### config.mk
export PLATFORM = sky130hd
export DESIGN_NAME = pixel_ram_arbiter
export DESIGN_NICKNAME = d
export VERILOG_FILES = /design/src/rtl/pixel_ram_arbiter.sv
export SDC_FILE = /design/constraint.sdc
export NUM_CORES = 1
export LEC_CHECK = 0
export BUFFER_PORTS_ARGS = -buffer_cell sky130_fd_sc_hd__buf_2
export CORE_ASPECT_RATIO = 0.6
export CORE_UTILIZATION = 38
export DETAILED_ROUTE_END_ITERATION = 8
export PLACE_DENSITY = 0.86
export SETUP_SLACK_MARGIN = 0.3
export SYNTH_ARGS = -nofsm -noshare
export SYNTH_HDL_FRONTEND = slang
export SYNTH_SLANG_ARGS = --single-unit
### constraint.sdc
create_clock -name clk -period 1.8 [get_ports clk]
set_input_delay 0.27 -clock clk [delete_from_list [all_inputs] [get_ports clk]]
set_output_delay 0.27 -clock clk [all_outputs]
set_load 0.03 [all_outputs]
### src/rtl/pixel_ram_arbiter.sv
// Arbiter for a shared single-port, double-banked pixel RAM: display reads
// take priority, host writes are starvation-protected, bank swaps are sequenced.
module pixel_ram_arbiter #(
    parameter int ADDRESS_WIDTH = 25,
    parameter int DATA_WIDTH    = 8,
    parameter int READ_LATENCY  = 2,
    parameter int MAX_BURST     = 16,
    parameter int STARVE_LIMIT  = 64
) (
    input  logic                     clk,
    input  logic                     reset,
    input  logic                     rd_req,
    input  logic [ADDRESS_WIDTH-1:0] rd_address,
    output logic                     rd_grant,
    output logic [DATA_WIDTH-1:0]    rd_data,
    output logic                     rd_data_valid,
    input  logic                     wr_req,
    input  logic [ADDRESS_WIDTH-1:0] wr_address,
    input  logic [DATA_WIDTH-1:0]    wr_data,
    output logic                     wr_grant,
    input  logic                     swap_req,
    output logic                     bank_active,
    output logic                     swap_done,
    output logic [ADDRESS_WIDTH:0]   ram_address,
    output logic                     ram_rd,
    output logic                     ram_wr,
    output logic [DATA_WIDTH-1:0]    ram_wdata,
    input  logic [DATA_WIDTH-1:0]    ram_rdata
);

    localparam int BW = $clog2(MAX_BURST + 1);
    localparam int SW = $clog2(STARVE_LIMIT + 1);
    localparam logic [BW-1:0] LAST_BEAT  = BW'(MAX_BURST - 1);
    localparam logic [SW-1:0] STARVE_MAX = SW'(STARVE_LIMIT);

    typedef enum logic [1:0] {
        IDLE        = 2'd0,
        READ_BURST  = 2'd1,
        WRITE_BURST = 2'd2
    } state_t;

    state_t                  r_state;
    logic [BW-1:0]           r_beats;
    logic [SW-1:0]           r_starve;
    logic [READ_LATENCY-1:0] r_vpipe;
    logic                    r_bank;
    logic                    r_swap_pending;
    logic                    r_swap_done;

    logic                    w_idle;
    logic                    w_rd_beat;
    logic                    w_wr_beat;
    logic                    w_beat;
    logic                    w_burst_end;
    logic                    w_pipe_empty;
    logic                    w_swap_go;
    logic                    w_starving;
    logic                    w_to_wr;
    logic                    w_to_rd;
    logic [READ_LATENCY-1:0] w_vpipe_next;

    assign w_idle       = (r_state == IDLE);
    assign w_rd_beat    = (r_state == READ_BURST) && rd_req;
    assign w_wr_beat    = (r_state == WRITE_BURST) && wr_req;
    // Inside a burst state the owner's req being high is exactly a beat
    assign w_beat       = w_rd_beat || w_wr_beat;
    assign w_burst_end  = !w_idle && (!w_beat || (r_beats == LAST_BEAT));
    assign w_pipe_empty = (r_vpipe == '0);
    assign w_swap_go    = w_idle && r_swap_pending && w_pipe_empty;
    assign w_starving   = wr_req && (r_starve >= STARVE_MAX);
    assign w_to_wr      = w_idle && !w_swap_go && wr_req
                          && (w_starving || !rd_req);
    assign w_to_rd      = w_idle && !w_swap_go && rd_req && !w_starving;
    assign w_vpipe_next = (r_vpipe << 1) | READ_LATENCY'(w_rd_beat);

    always_ff @(posedge clk) begin
        if (reset) begin
            r_state        <= IDLE;
            r_beats        <= '0;
            r_starve       <= '0;
            r_vpipe        <= '0;
            r_bank         <= 1'b0;
            r_swap_pending <= 1'b0;
            r_swap_done    <= 1'b0;
        end else begin
            r_vpipe     <= w_vpipe_next;
            r_swap_done <= w_swap_go;
            if (w_swap_go) begin
                r_bank <= ~r_bank;
            end
            // A request landing on the executing cycle re-arms the flip
            if (swap_req) begin
                r_swap_pending <= 1'b1;
            end else if (w_swap_go) begin
                r_swap_pending <= 1'b0;
            end
            if (!wr_req || w_to_wr) begin
                r_starve <= '0;
            end else if (r_state != WRITE_BURST && r_starve != STARVE_MAX) begin
                r_starve <= r_starve + 1'b1;
            end
            unique case (r_state)
                IDLE: begin
                    r_beats <= '0;
                    if (w_to_wr) begin
                        r_state <= WRITE_BURST;
                    end else if (w_to_rd) begin
                        r_state <= READ_BURST;
                    end
                end
                READ_BURST, WRITE_BURST: begin
                    if (w_beat) begin
                        r_beats <= r_beats + 1'b1;
                    end
                    if (w_burst_end) begin
                        r_state <= IDLE;
                    end
                end
                default: r_state <= IDLE;
            endcase
        end
    end

    assign rd_grant      = (r_state == READ_BURST);
    assign wr_grant      = (r_state == WRITE_BURST);
    assign ram_rd        = w_rd_beat;
    assign ram_wr        = w_wr_beat;
    assign ram_address   = w_rd_beat ? {r_bank, rd_address}
                         : w_wr_beat ? {~r_bank, wr_address}
                         : '0;
    assign ram_wdata     = w_wr_beat ? wr_data : '0;
    assign rd_data_valid = r_vpipe[READ_LATENCY-1];
    assign rd_data       = rd_data_valid ? ram_rdata : '0;
    assign bank_active   = r_bank;
    assign swap_done     = r_swap_done;

endmodule

==> results_dict.tcl <==
set metrics [dict create \
    status "finished with violations" \
    violations "setup timing" \
    hold_class "input pin to flip-flop" \
    avgSynthCellArea_sq_um 8.80 \
    fillers 91 \
    netlist_area_sq_um 1380 \
    final_layout_size_suffix_gt1_frac 0.794 \
    yosysSeqAreaShare 0.275 \
    fin_ws_ns -0.271 \
    post-route-cell-area_sq_um 3170 \
    p_seq_frac 0.244 \
    rows 16 \
    core_area_sq_um 3360 \
    gp_congestion 0.834 \
    setup_violations 39 \
    drtIter0Drc 294 \
    pin_count 120 \
    fin_cells 348 \
    critical-path-max-stage-delay_ns 0.36 \
    yosys.area.top_type "dfxtp_1" \
    synth_adder_area_share 0.0634 \
    swShare 0.417 \
    cp_max_fo 4 \
    antenna_found_initial 2 \
    tritoncts "yes" \
    wl_per_cell_um 32.2 \
    clockRootBuffer "clkbuf_8" \
    cts.clk_slew.worst_paths_ns 0.09 \
    place_inst 317 \
    grt_pass1_vias 2152 \
    tightest_slew_ns 0.627 \
    ys_types 39 \
    via_count 2389 \
    endpoint_kind "output port" \
    clockBufferDepth 2 \
    clkLatencyLatePin_ns 0.28 \
    synth_cells 157 \
    p_int_w 0.00112 \
    start_kind "flip-flop" \
    path_delay_family "buffers and inverters" \
    critPathRequiredTime_ns 1.53 \
    grt_start_max_net_pins 29 \
    power_density_nw_per_um2 607 \
    p_sw_w 0.000802 \
    arrival_ns 1.80 \
    drc_errors 0 \
    cts_hold_buf 0 \
    die_h_um 48.7 \
    dieArea_sq_um 3890 \
    track_usage 0.459 \
    finalMaxSlewViolations 0 \
    yosys.area_share.simple 0.288 \
    synth.area.mux_share 0.0308 \
    hold_viol 0 \
    initial_core_util 0.411 \
    criticalPathCategory "flip-flop to output port" \
    clockPowerShare 0.169 \
    crit_buf_inv 4 \
    yosys-top-cells-area "dfxtp_1, a22o_1, ha_1, and3_1, and2_2" \
    fmax_mhz 483 \
    dieWidth_um 79.8 \
    hpwl_mm 3.59 \
    synth-compound-area-share 0.227 \
    combPwrFrac 0.587 \
    ir_worst_vdd_v 0.000539 \
    relSlewSlack 0.579 \
    ant_nets 0 \
    htree_levels 1 \
    period_needed_ns 2.07 \
    cp_slowest_cell "dfxtp_2" \
    synth-xor-area-share 0.0571 \
    synth_nets 235 \
    synthToLayoutAreaGrowth_pct 129 \
    grt_overflow 0 \
    vias_per_cell 6.86 \
    finalCritPeriodShare 1.15 \
    synth_top_family_by_area "simple AND/OR/NAND/NOR gates" \
    ys_seq_elements 19 \
    rsz0062_at_grt "yes" \
    port_buffers 119 \
    first_pass_iters 6 \
    drt_wl_total_mm 11.2 \
    nNetsFinal 380 \
    grt_pass1_wl_mm 12.9 \
    drv_cap 0 \
    yosysTopAreaCellShare 0.275 \
    cts_sinks 19 \
    numCtsBuffers 3 \
    clock_skew_ns 0.0134 \
    p_leak_nw 1.53 \
    dpl-instance-area_sq_um 2260 \
    crit_chain "inv_2, ha_4, and2_4, nor2b_4, buf_12, clkbuf_16, a22o_4, buf_6" \
    yosysWarnings 0 \
]
==> cell usage in the layout, fill, tap and decap left out, types with 2 or more instances in the layout <==
cell,instances
a22o_4,26
and2_2,8
and2_4,2
and3_1,2
and3_4,8
buf_12,3
buf_16,2
buf_2,82
buf_4,12
buf_6,47
buf_8,3
clkbuf_8,3
dfxtp_1,15
dfxtp_2,3
diode_2,2
ha_1,2
ha_2,2
ha_4,3
inv_1,4
inv_2,2
mux2_4,2
nand2_1,5
nand3_2,3
nand4b_1,2
nor2_1,11
nor2b_1,4
nor2b_4,2
nor3_2,2
xnor2_1,4
xor2_1,3
xor2_2,2
==> tightest hold or removal path, stage by stage <==
cell and delay [ns]:
buf_2 0.09, a21oi_1 0.04, nor2_1 0.09
==> final timing paths <==
| path | cells after the start | slack, ns | end | from |
|---|---|---|---|---|
| max reg2reg | 9 | -0.25 | r_state[0] | r_state[0] |
| min reg2reg | 1 | 0.52 | r_vpipe[1] | r_vpipe[0] |
| max | 8 | -0.27 | ram_address[15] | r_state[0] |
| min | 3 | 0.25 | r_swap_pending | swap_req |
==> per-stage QoR <==
step	hold slack, ns	worst slack (ns)	TNS [ns]	power, W	util
floorplan	0.331	0.0715	0	0.000926	-
global placement	0.467	0.0153	0	0.00110	0.673
detailed placement	0.484	-0.0660	-0.522	0.00112	0.673
CTS	0.215	-0.156	-2.66	0.00165	0.874
global route	0.250	-0.331	-8.09	0.00196	0.942
finish	0.250	-0.271	-6.88	0.00192	0.942
==> what timing repair did <==
action,4_1_cts,5_1_grt
pin swaps,25,15
resized for setup,128,27
gates cloned,2,1
buffers inserted,11,11
endpoints found under the setup margin,41,52
==> cell type report <==
class | count | area [sq um] | share of cell area
inverter | 7 | 28.8 | 0.00908
clock inverter | 1 | 5.00 | 0.00158
multi-input combinational | 121 | 1430 | 0.451
sequential | 19 | 388 | 0.122
tap | 45 | 56.3 | 0.0178
clock buffer | 3 | 41.3 | 0.0130
timing repair buffer | 150 | 1210 | 0.383
antenna | 2 | 5.00 | 0.00158
==> kinds of logic after synthesis <==
| logic type | count (synthesis) |
|---|---|
| AOI/OAI and AO/OA | 37 |
| DFF | 19 |
| buffers and inverters | 17 |
| xor gates and xnor gates | 9 |
| and+or+nand+nor | 64 |
| muxes | 4 |
| adders and majority gates | 7 |
==> power groups by stage <==
| stage | logic, W | registers [W] | clock network (W) |
|---|---|---|---|
| floorplan | 0.000446 | 0.000480 | 0 |
| global placement | 0.000632 | 0.000471 | 0 |
| detailed placement | 0.000644 | 0.000472 | 0 |
| CTS | 0.000894 | 0.000463 | 0.000299 |
| global route | 0.00115 | 0.000470 | 0.000339 |
| finish | 0.00113 | 0.000469 | 0.000326 |
==> flip-flops by register name (all words and copies together) (netlist names) <==
| signal | flops |
|---|---|
| bank_active | 1 |
| r_swap_pending | 1 |
| r_vpipe | 2 |
| r_state | 2 |
| r_starve | 7 |
| r_beats | 5 |
| swap_done | 1 |
==> layer usage <==
layer  wire, um  global-route usage
met5         32                   0
met4       1240               0.247
met3       1820               0.166
met2       4420               0.702
met1       3710               0.561
==> synthesized netlist by cell type (all sizes together) <==
cell	number
a22oi	1
nand2	7
nand3b	2
ha	7
and2	10
a21oi	3
buf	7
nand2b	1
xnor2	4
nor4b	1
inv	7
and3	10
o2111ai	1
clkbuf	3
nor3b	1
xor2	5
nor3	3
a22o	26
nor4bb	1
or4b	1
a211oi	2
mux2i	2
mux2	2
o21ai	2
or3	1
nor2b	6
or2b	1
nand3	5
dfxtp	19
nor2	12
a31oi	1
a2111oi	1
nand4b	2
(Power assumes the default switching activity.)
